**config.mk**
```make
export PLATFORM = sky130hd
export DESIGN_NAME = if_fetch_unit_flat
export DESIGN_NICKNAME = d
export VERILOG_FILES = /design/src/rtl/if_fetch_unit_pkg.sv /design/src/rtl/if_fetch_unit_if.sv /design/src/rtl/if_fetch_unit_ifid_reg.sv /design/src/rtl/if_fetch_unit.sv /design/src/flat_wrapper.sv
export SDC_FILE = /design/constraint.sdc
export NUM_CORES = 1
export LEC_CHECK = 0
export ABC_AREA = 1
export CAP_MARGIN = 40
export CORE_ASPECT_RATIO = 0.5
export CORE_MARGIN = 10
export CORE_UTILIZATION = 51
export DETAILED_ROUTE_END_ITERATION = 6
export PLACE_DENSITY_LB_ADDON = 0.08
export SETUP_SLACK_MARGIN = 0.05
export SLEW_MARGIN = 15
export SYNTH_ARGS = -nofsm -noshare
export SYNTH_HDL_FRONTEND = slang
export SYNTH_SLANG_ARGS = --single-unit
```
**constraint.sdc**
```tcl
create_clock -name clk -period 3.05 [get_ports clk]
set_clock_uncertainty 0.05 [all_clocks]
set_input_delay 0.305 -clock clk [delete_from_list [all_inputs] [get_ports clk]]
set_output_delay 0.305 -clock clk [all_outputs]
set_load 0.02 [all_outputs]
```
**src/rtl/if_fetch_unit_pkg.sv**
```systemverilog
// Shared definitions for the fetch stage and its consumers (decode, later pipeline registers).
// Holds the text-segment constants and the fetch bundle carried through IF/ID.
package if_fetch_unit_pkg;

   localparam logic [31:0] TEXT_BASE = 32'h0000_3000;
   localparam int          IM_WORDS  = 2048;
   localparam logic [31:0] NOP_INST  = 32'h0000_0000;

   typedef struct packed {
      logic [31:0] inst;
      logic [31:0] pc;
      logic [31:0] pc4;
      logic        valid;
      logic        fault;
   } fetch_bundle_t;

   // Full-width compare so addresses far outside the memory never alias into it.
   function automatic logic fetch_fault(input logic [31:0] addr,
                                        input logic [31:0] base,
                                        input int unsigned words);
      logic [32:0] limit;
      limit = {1'b0, base} + ({1'b0, 32'(words)} << 2);
      return (addr[1:0] != 2'b00) || (addr < base) || ({1'b0, addr} >= limit);
   endfunction

endpackage

```
**src/rtl/if_fetch_unit_if.sv**
```systemverilog
// Instruction-memory read bus: combinational address out, word back in the same cycle.
interface if_fetch_unit_if;
   logic [31:0] im_addr;
   logic [31:0] im_inst;

   modport master (output im_addr, input  im_inst);
   modport slave  (input  im_addr, output im_inst);
endinterface

```
**src/rtl/if_fetch_unit_ifid_reg.sv**
```systemverilog
// Generic fetch-bundle pipeline register with stall-hold and flush-bubble controls.
// A bubble still records pc/pc4 so the debug view shows where the squash happened.
module if_fetch_unit_ifid_reg
   import if_fetch_unit_pkg::*;
#(
   parameter logic [31:0] BUBBLE_INST = NOP_INST
) (
   input  logic          clk,
   input  logic          rst_n,
   input  logic          hold,
   input  logic          bubble,
   input  fetch_bundle_t d,
   output fetch_bundle_t q
);

   // Bubble outranks hold, so flush during a stall still squashes the slot.
   always_ff @(posedge clk or negedge rst_n) begin
      if (!rst_n) begin
         q.inst  <= BUBBLE_INST;
         q.pc    <= '0;
         q.pc4   <= '0;
         q.valid <= 1'b0;
         q.fault <= 1'b0;
      end else if (bubble) begin
         q.inst  <= BUBBLE_INST;
         q.pc    <= d.pc;
         q.pc4   <= d.pc4;
         q.valid <= 1'b0;
         q.fault <= 1'b0;
      end else if (!hold) begin
         q <= d;
      end
   end

endmodule

```
**src/rtl/if_fetch_unit.sv**
```systemverilog
// Instruction-fetch stage: owns the PC, drives the instruction-memory address,
// range-checks each fetch and loads the IF/ID register.
module if_fetch_unit #(
   parameter logic [31:0] RESET_PC = 32'h0000_3000,
   parameter int          IM_WORDS = 2048,
   parameter logic [31:0] NOP_INST = 32'h0000_0000
) (
   input  logic                    clk,
   input  logic                    rst_n,
   input  logic                    stall,
   input  logic                    flush,
   input  logic                    redirect_valid,
   input  logic [31:0]             redirect_pc,
   if_fetch_unit_if.master         im,
   output logic [31:0]             pc,
   output logic [31:0]             ifid_inst,
   output logic [31:0]             ifid_pc,
   output logic [31:0]             ifid_pc4,
   output logic                    ifid_valid,
   output logic                    ifid_fault,
   output logic [31:0]             fetch_count
);
   import if_fetch_unit_pkg::*;

   logic [31:0]   pc_q;
   logic [31:0]   pc_d;
   logic [31:0]   pc_plus4;
   logic          fault;
   logic          bubble;
   logic          accept;
   logic [31:0]   count_q;
   fetch_bundle_t fetch_d;
   fetch_bundle_t ifid_q;

   assign im.im_addr = pc_q;
   assign pc         = pc_q;
   assign pc_plus4   = pc_q + 32'd4;
   assign fault      = fetch_fault(pc_q, RESET_PC, int'(IM_WORDS));
   assign bubble     = flush | redirect_valid;
   assign accept     = !bubble && !stall;

   // Redirect targets are word-aligned silently; redirect overrides stall.
   always_comb begin
      pc_d = pc_plus4;
      if (redirect_valid) begin
         pc_d = {redirect_pc[31:2], 2'b00};
      end else if (stall) begin
         pc_d = pc_q;
      end
   end

   always_comb begin
      fetch_d       = '0;
      fetch_d.inst  = fault ? NOP_INST : im.im_inst;
      fetch_d.pc    = pc_q;
      fetch_d.pc4   = pc_plus4;
      fetch_d.valid = 1'b1;
      fetch_d.fault = fault;
   end

   always_ff @(posedge clk or negedge rst_n) begin
      if (!rst_n) begin
         pc_q    <= RESET_PC;
         count_q <= '0;
      end else begin
         pc_q <= pc_d;
         if (accept) begin
            count_q <= count_q + 32'd1;
         end
      end
   end

   if_fetch_unit_ifid_reg #(
      .BUBBLE_INST (NOP_INST)
   ) u_ifid_reg (
      .clk    (clk),
      .rst_n  (rst_n),
      .hold   (stall),
      .bubble (bubble),
      .d      (fetch_d),
      .q      (ifid_q)
   );

   assign ifid_inst   = ifid_q.inst;
   assign ifid_pc     = ifid_q.pc;
   assign ifid_pc4    = ifid_q.pc4;
   assign ifid_valid  = ifid_q.valid;
   assign ifid_fault  = ifid_q.fault;
   assign fetch_count = count_q;

endmodule

```
**src/flat_wrapper.sv**
```systemverilog
// flat-port wrapper written by rule: the top's interface ports become plain ports
module if_fetch_unit_flat import if_fetch_unit_pkg::*;
#(
   parameter logic [31:0] RESET_PC = 32'h0000_3000,
   parameter int          IM_WORDS = 2048,
   parameter logic [31:0] NOP_INST = 32'h0000_0000
)
  (clk, rst_n, stall, flush, redirect_valid, redirect_pc, pc, ifid_inst, ifid_pc, ifid_pc4, ifid_valid, ifid_fault, fetch_count, im_im_addr, im_im_inst);
  if_fetch_unit_if im_i ();
  input  logic clk;
  input  logic rst_n;
  input  logic stall;
  input  logic flush;
  input  logic redirect_valid;
  input  logic [31:0] redirect_pc;
  output logic [31:0] pc;
  output logic [31:0] ifid_inst;
  output logic [31:0] ifid_pc;
  output logic [31:0] ifid_pc4;
  output logic ifid_valid;
  output logic ifid_fault;
  output logic [31:0] fetch_count;
  output wire logic [$bits(im_i.im_addr)-1:0] im_im_addr;
  input wire logic [$bits(im_i.im_inst)-1:0] im_im_inst;
  assign im_im_addr = im_i.im_addr;
  assign im_i.im_inst = im_im_inst;
  if_fetch_unit #(.RESET_PC(RESET_PC), .IM_WORDS(IM_WORDS), .NOP_INST(NOP_INST)) u_core (.clk(clk), .rst_n(rst_n), .stall(stall), .flush(flush), .redirect_valid(redirect_valid), .redirect_pc(redirect_pc), .im(im_i), .pc(pc), .ifid_inst(ifid_inst), .ifid_pc(ifid_pc), .ifid_pc4(ifid_pc4), .ifid_valid(ifid_valid), .ifid_fault(ifid_fault), .fetch_count(fetch_count));
endmodule
```
==> results of run 1 <==
layout make-up:
class,instances,area (um2)
clock inverters,15,211
flip-flops and latches,156,3910
inverters,82,308
well taps,227,284
fillers,1357,4970
repair buffers,263,2630
multi-input cells,841,3740
clock buffers,17,425
critical path, delay by kind of cell, from the launching register on:
family | cells | cell delay, ps
AND/OR/NAND/NOR | 5 | 920
XOR/XNOR | 1 | 190
adder cells (fa/ha/maj) | 1 | 390
flip-flops | 1 | 650
synth_stat cells (all sizes together):
cell type	n
a21oi	1
buf	100
clkbuf	6
conb	1
dfrtp	154
dfstp	2
ha	3
inv	82
nand2	542
nand3	40
nand3b	35
nand4	5
nor2	114
nor3	2
o211ai	6
o21ai	55
o221ai	2
xnor2	7
xor2	21
flip-flops by register name (all words and copies together) (netlist names):
signal and count:
u_core.im.im_addr 30, u_core.fetch_count 32, u_core.u_ifid_reg.q 94
routing by layer:
metal	track usage, %	wire (um)
met1	28.5	11200
met2	38.6	12700
met3	5.35	1850
met4	5.54	401
met5	0	0
worst max-delay path by stage:
stage                         startpoint                       to  slack, ps  cells after the start
global route        u_core.im.im_addr[2]  u_core.u_ifid_reg.q[18]        550                      7
global placement          redirect_valid   u_core.fetch_count[24]        760                      7
floorplan           u_core.im.im_addr[3]  u_core.u_ifid_reg.q[18]       1510                      7
detailed placement        redirect_valid   u_core.fetch_count[28]        720                      7
CTS                 u_core.im.im_addr[2]  u_core.u_ifid_reg.q[18]        750                      7
finish              u_core.im.im_addr[2]  u_core.u_ifid_reg.q[18]        740                      7
kinds of logic after synthesis:
family,share of synthesized area [%]
compound gates,3.97
buf+inv,11.9
xor+xnor,2.84
flops,45.3
fa+ha+maj,0.435
other cells,0.0434
simple gates,35.6
power by group through the flow:
stage	Sequential [mW]	Clock [mW]	Combinational, mW
2_1_floorplan	2.59	0	0.608
3_3_place_gp	2.47	0	1.34
3_5_place_dp	2.47	0	1.36
4_1_cts	2.44	2.32	1.36
5_1_grt	2.47	2.42	1.46
6_report	2.44	2.30	1.35
what timing repair did:
item | CTS | global route
hold endpoints to repair | 59 | 0
setup endpoints to repair | 0 | 0
hold buffers | 1 | 0
==> flow_metrics.tcl, run 1 <==
set metrics [dict create \
    status "finished, final reports clean" \
    fin_crit_ps 2310 \
    ant_nets 0 \
    worst_r2r_endpoint "u_core.u_ifid_reg.q[18]" \
    critPathMaxFanout 11 \
    wl_per_cell_um 16.3 \
    p_switching_mw 1.88 \
    ys_types 31 \
    cts_root_buf "clkbuf_16" \
    io_pins 263 \
    synth_top_area_cell "dfrtp_1" \
    vias 7969 \
    leakage_nw 5.26 \
    syn_area_mm2 0.00863 \
    setup_viol 0 \
    postCtsSetupRepairBufs 0 \
    path_clk_slew_ps 60 \
    relSlewSlack_pct 53.9 \
    clk-insertion-delay-late_ps 420 \
    p_sw_share_pct 30.8 \
    p_comb_share_pct 22.1 \
    cts_max_level 4 \
    rsz0062_at_grt "false" \
    worst_hold_path_type "in -> async" \
    p_int_mw 4.20 \
    clkPwrFrac_pct 37.8 \
    reg2reg_slack_ps 740 \
    grt.overflow.total 0 \
    dp_cells 1568 \
    initial_utilization_pct 52.4 \
    antenna_found_initial 0 \
    synth_top_area_share_pct 44.7 \
    diodes 0 \
    cts_tree "yes" \
    vdd_drop_max_v 0.000415 \
    drc_errors 0 \
    place_ws_ps 720 \
    grtUsageTotal_pct 22.7 \
    cp-start-kind "flip-flop" \
    setup-tns-final_ps 0 \
    worstPathCellList "ha_1 > nand3_1 > nor2_1 > nand3_1 > xor2_1 > nand2_1 > nand2_1" \
    dr.pass1.iters 5 \
    holdWs_ps 370 \
    cp_slowest_stage_delay_ps 650 \
    cts_resized 0 \
    core_area_mm2 0.0165 \
    setup_ws_ps 744 \
    yosys_register_bits 156 \
    layout_common_cells "540 x nand2_1, 251 x clkdlybuf4s50_1, 154 x dfrtp_1" \
    drt_iter0_drc 485 \
    powerDensity_mw_per_mm2 528 \
    arrival_ps 2570 \
    rr_worst_depth 7 \
    grt_pass1_vias 7740 \
    cts_buffers 17 \
    gp_congestion 0.921 \
    dpl_cell_area_mm2 0.0109 \
    cpMaxStageDelayCell "dfrtp_1" \
    ys.warnings.count 0 \
    clock_sinks 156 \
    fin_crit_sh_pct 75.6 \
    syn_avg_cell_area_um2 7.33 \
    mostFrequentLayoutCell "nand2_1" \
    drive_gt1_share_pct 5.46 \
    seq_power_share_pct 40.1 \
    finalPower_mw 6.08 \
    stdcell_area_mm2 0.0115 \
    grt_max_degree 76 \
    final_util_pct 69.9 \
    dpl.hpwl_mm 20.1 \
    tightest_slew_ps 691 \
    die_area_mm2 0.0228 \
    yosysSeqAreaShare_pct 45.3 \
    synthCells 1178 \
    clk_path_buf_depth 2 \
    finalNonFillerCells 1601 \
    maxSlewViolCount 0 \
    crit_path_end_kind "flip-flop" \
    syn2layout_area_growth_pct 33.3 \
    reg2reg_from "u_core.im.im_addr[2]" \
    routed_wl_mm 26.2 \
    grt_pass1_wl_mm 42.1 \
    cap_violations 0 \
    timing.fmax_mhz 434 \
    fp.dieW_um 204 \
    worstPathRequired_ps 3310 \
    die_h_um 112 \
    rows 33 \
    portBuffers 252 \
    synth_area_leaders "dfrtp_1 45%, nand2_1 23%, buf_4 6.5%, nor2_1 4.3%, inv_1 3.2%" \
    finalHoldViolations 0 \
    crit_type "reg -> reg" \
    vias_per_cell 4.98 \
    nets 1433 \
]
Note: power is estimated with default switching activity, not from simulation.
==> inputs of run 2 (changes only) <==
--- a/config.mk
+++ b/config.mk
@@ -9,7 +9,7 @@
 export CAP_MARGIN = 40
 export CORE_ASPECT_RATIO = 0.5
 export CORE_MARGIN = 10
-export CORE_UTILIZATION = 51
+export CORE_UTILIZATION = 43
 export DETAILED_ROUTE_END_ITERATION = 6
 export PLACE_DENSITY_LB_ADDON = 0.08
 export SETUP_SLACK_MARGIN = 0.05
==> constraint.sdc (replaced) <==
create_clock -name clk -period 2.07 [get_ports clk]
set_clock_uncertainty 0.05 [all_clocks]
set_input_delay 0.207 -clock clk [delete_from_list [all_inputs] [get_ports clk]]
set_output_delay 0.207 -clock clk [all_outputs]
set_load 0.02 [all_outputs]
==> run 2 against run 1 <==
Effect of this change:
- register-to-register slack got worse by 550 ps
- first-iteration DRC count fell by 5.6%
- core utilization fell by 10 points
- global-route usage fell by 2.2 points
- largest power group unchanged
- clock power rose by 39%
- power rose by 45%
- combinational power rose by 52%
- worst setup slack got worse by 620 ps
==> flow_metrics.tcl, run 2 (synthesized netlist as in run 1, its figures left out) <==
set metrics [dict create \
    setup-tns-final_ps 0 \
    grt_max_degree 55 \
    place_ws_ps 149 \
    crit_type "reg -> out" \
    largest-register "u_core.u_ifid_reg.q" \
    portBuffers 252 \
    cts_root_buf "clkbuf_16" \
    cp.depth 1 \
    reg2reg_from "u_core.im.im_addr[3]" \
    multiInputGateArea_mm2 0.00374 \
    cp-start-kind "flip-flop" \
    die_area_mm2 0.0265 \
    drive_gt1_share_pct 6.47 \
    fp.dieW_um 220 \
    vias_per_cell 4.79 \
    fillers 1801 \
    reg2reg_slack_ps 190 \
    die_h_um 120 \
    initial_utilization_pct 44.0 \
    grt_pass1_wl_mm 43.3 \
    postCtsSetupRepairBufs 0 \
    setup_viol 0 \
    setup_ws_ps 126 \
    dpl.hpwl_mm 21.0 \
    clock_sinks 156 \
    crit_family "buffers and inverters" \
    worst_r2r_endpoint "u_core.u_ifid_reg.q[30]" \
    routed_wl_mm 27.3 \
    worstPathRequired_ps 1810 \
    arrival_ps 1690 \
    cts_resized 0 \
    cp_slowest_stage_delay_ps 640 \
    cts_tree "yes" \
    status "finished, final reports clean" \
    finalPower_mw 8.80 \
    p_comb_share_pct 23.2 \
    clk_path_buf_depth 2 \
    cts_max_level 4 \
    grt.overflow.total 0 \
    cp_num_buf_inv 1 \
    cts_buffers 17 \
    rsz0062_at_grt "false" \
    dr.pass1.iters 4 \
    p_int_mw 6.05 \
    timing.fmax_mhz 514 \
    p_switching_mw 2.76 \
    vias 7938 \
    largest_register_ffs 94 \
    syn2layout_area_growth_pct 35.9 \
    fin_crit_ps 1940 \
    wl_per_cell_um 16.5 \
    dpl_cell_area_mm2 0.0111 \
    crit_path_end_kind "output pin" \
    worst_hold_path_type "in -> async" \
    drc_errors 0 \
    vdd_drop_max_v 0.000675 \
    regArea_mm2 0.00391 \
    io_pins 263 \
    clkPwrFrac_pct 36.2 \
    nets 1449 \
    layout_common_cells "540 x nand2_1, 251 x clkdlybuf4s50_1, 154 x dfrtp_1" \
    p_sw_share_pct 31.3 \
    grt_pass1_vias 7725 \
    final_util_pct 59.8 \
    cpMaxStageDelayCell "clkdlybuf4s50_1" \
    leakage_nw 5.35 \
    path_clk_slew_ps 70 \
    grtUsageTotal_pct 20.5 \
    relSlewSlack_pct 63.7 \
    finalHoldViolations 0 \
    seq_power_share_pct 40.6 \
    tightest_slew_ps 545 \
    core_area_mm2 0.0196 \
    cap_violations 0 \
    stdcell_area_mm2 0.0117 \
    fin_crit_sh_pct 93.9 \
    gp_congestion 0.919 \
    drt_iter0_drc 458 \
    rows 36 \
    mostFrequentLayoutCell "nand2_1" \
    worstPathCellList "clkdlybuf4s50_1" \
    rr_worst_depth 10 \
    ant_nets 0 \
    cts_hold_buf 1 \
    clk-insertion-delay-late_ps 430 \
    antenna_found_initial 0 \
    powerDensity_mw_per_mm2 751 \
    critPathMaxFanout 7 \
    maxSlewViolCount 0 \
]
==> run 2: how the worst max path moves through the flow <==
| stage | from | to | slack (ps) |
|---|---|---|---|
| 2_1_floorplan | u_core.im.im_addr[3] | u_core.u_ifid_reg.q[18] | 530 |
| 3_3_place_gp | redirect_valid | u_core.im.im_addr[11] | 160 |
| 3_5_place_dp | redirect_valid | u_core.u_ifid_reg.q[75] | 150 |
| 4_1_cts | u_core.im.im_addr[13] | im_im_addr[13] | 100 |
| 5_1_grt | u_core.im.im_addr[3] | u_core.u_ifid_reg.q[10] | 70 |
| 6_report | u_core.im.im_addr[13] | im_im_addr[13] | 130 |
==> run 2: layer usage <==
| layer | global-route usage [%] | vias to the layer above | part of all wire, % |
|---|---|---|---|
| li1 | - | 3947 | - |
| met4 | 4.89 | 0 | 0.97 |
| met2 | 35.1 | 168 | 50 |
| met3 | 4.48 | 19 | 5.0 |
| met5 | 0 | - | 0 |
| met1 | 25.9 | 3804 | 44 |
==> run 2: area by class of cell <==
cell class	count	area share [%]
Antenna cell	1	0.0213
Sequential cell	156	33.3
Clock inverter	12	1.17
Timing Repair Buffer	279	24.2
Clock buffer	20	3.89
Multi-Input combinational cell	841	31.9
Inverter	82	2.63
Tap cell	266	2.84
==> run 2: power groups by stage <==
stage               Clock [mW]  Combinational [mW]  Sequential, mW
detailed placement           0                2.07            3.63
global placement             0                2.06            3.62
CTS                       3.25                2.08            3.57
global route              3.41                2.20            3.61
finish                    3.19                2.05            3.57
floorplan                    0               0.895            3.81
==> run 2: metrics by stage <==
step                      hold WS [ps]  std cells
after detailed placement           169       1623
after global routing               268       1656
after CTS                          238       1656
after global placement             169       1623
after floorplan                   -139       1185
final                              261       1657
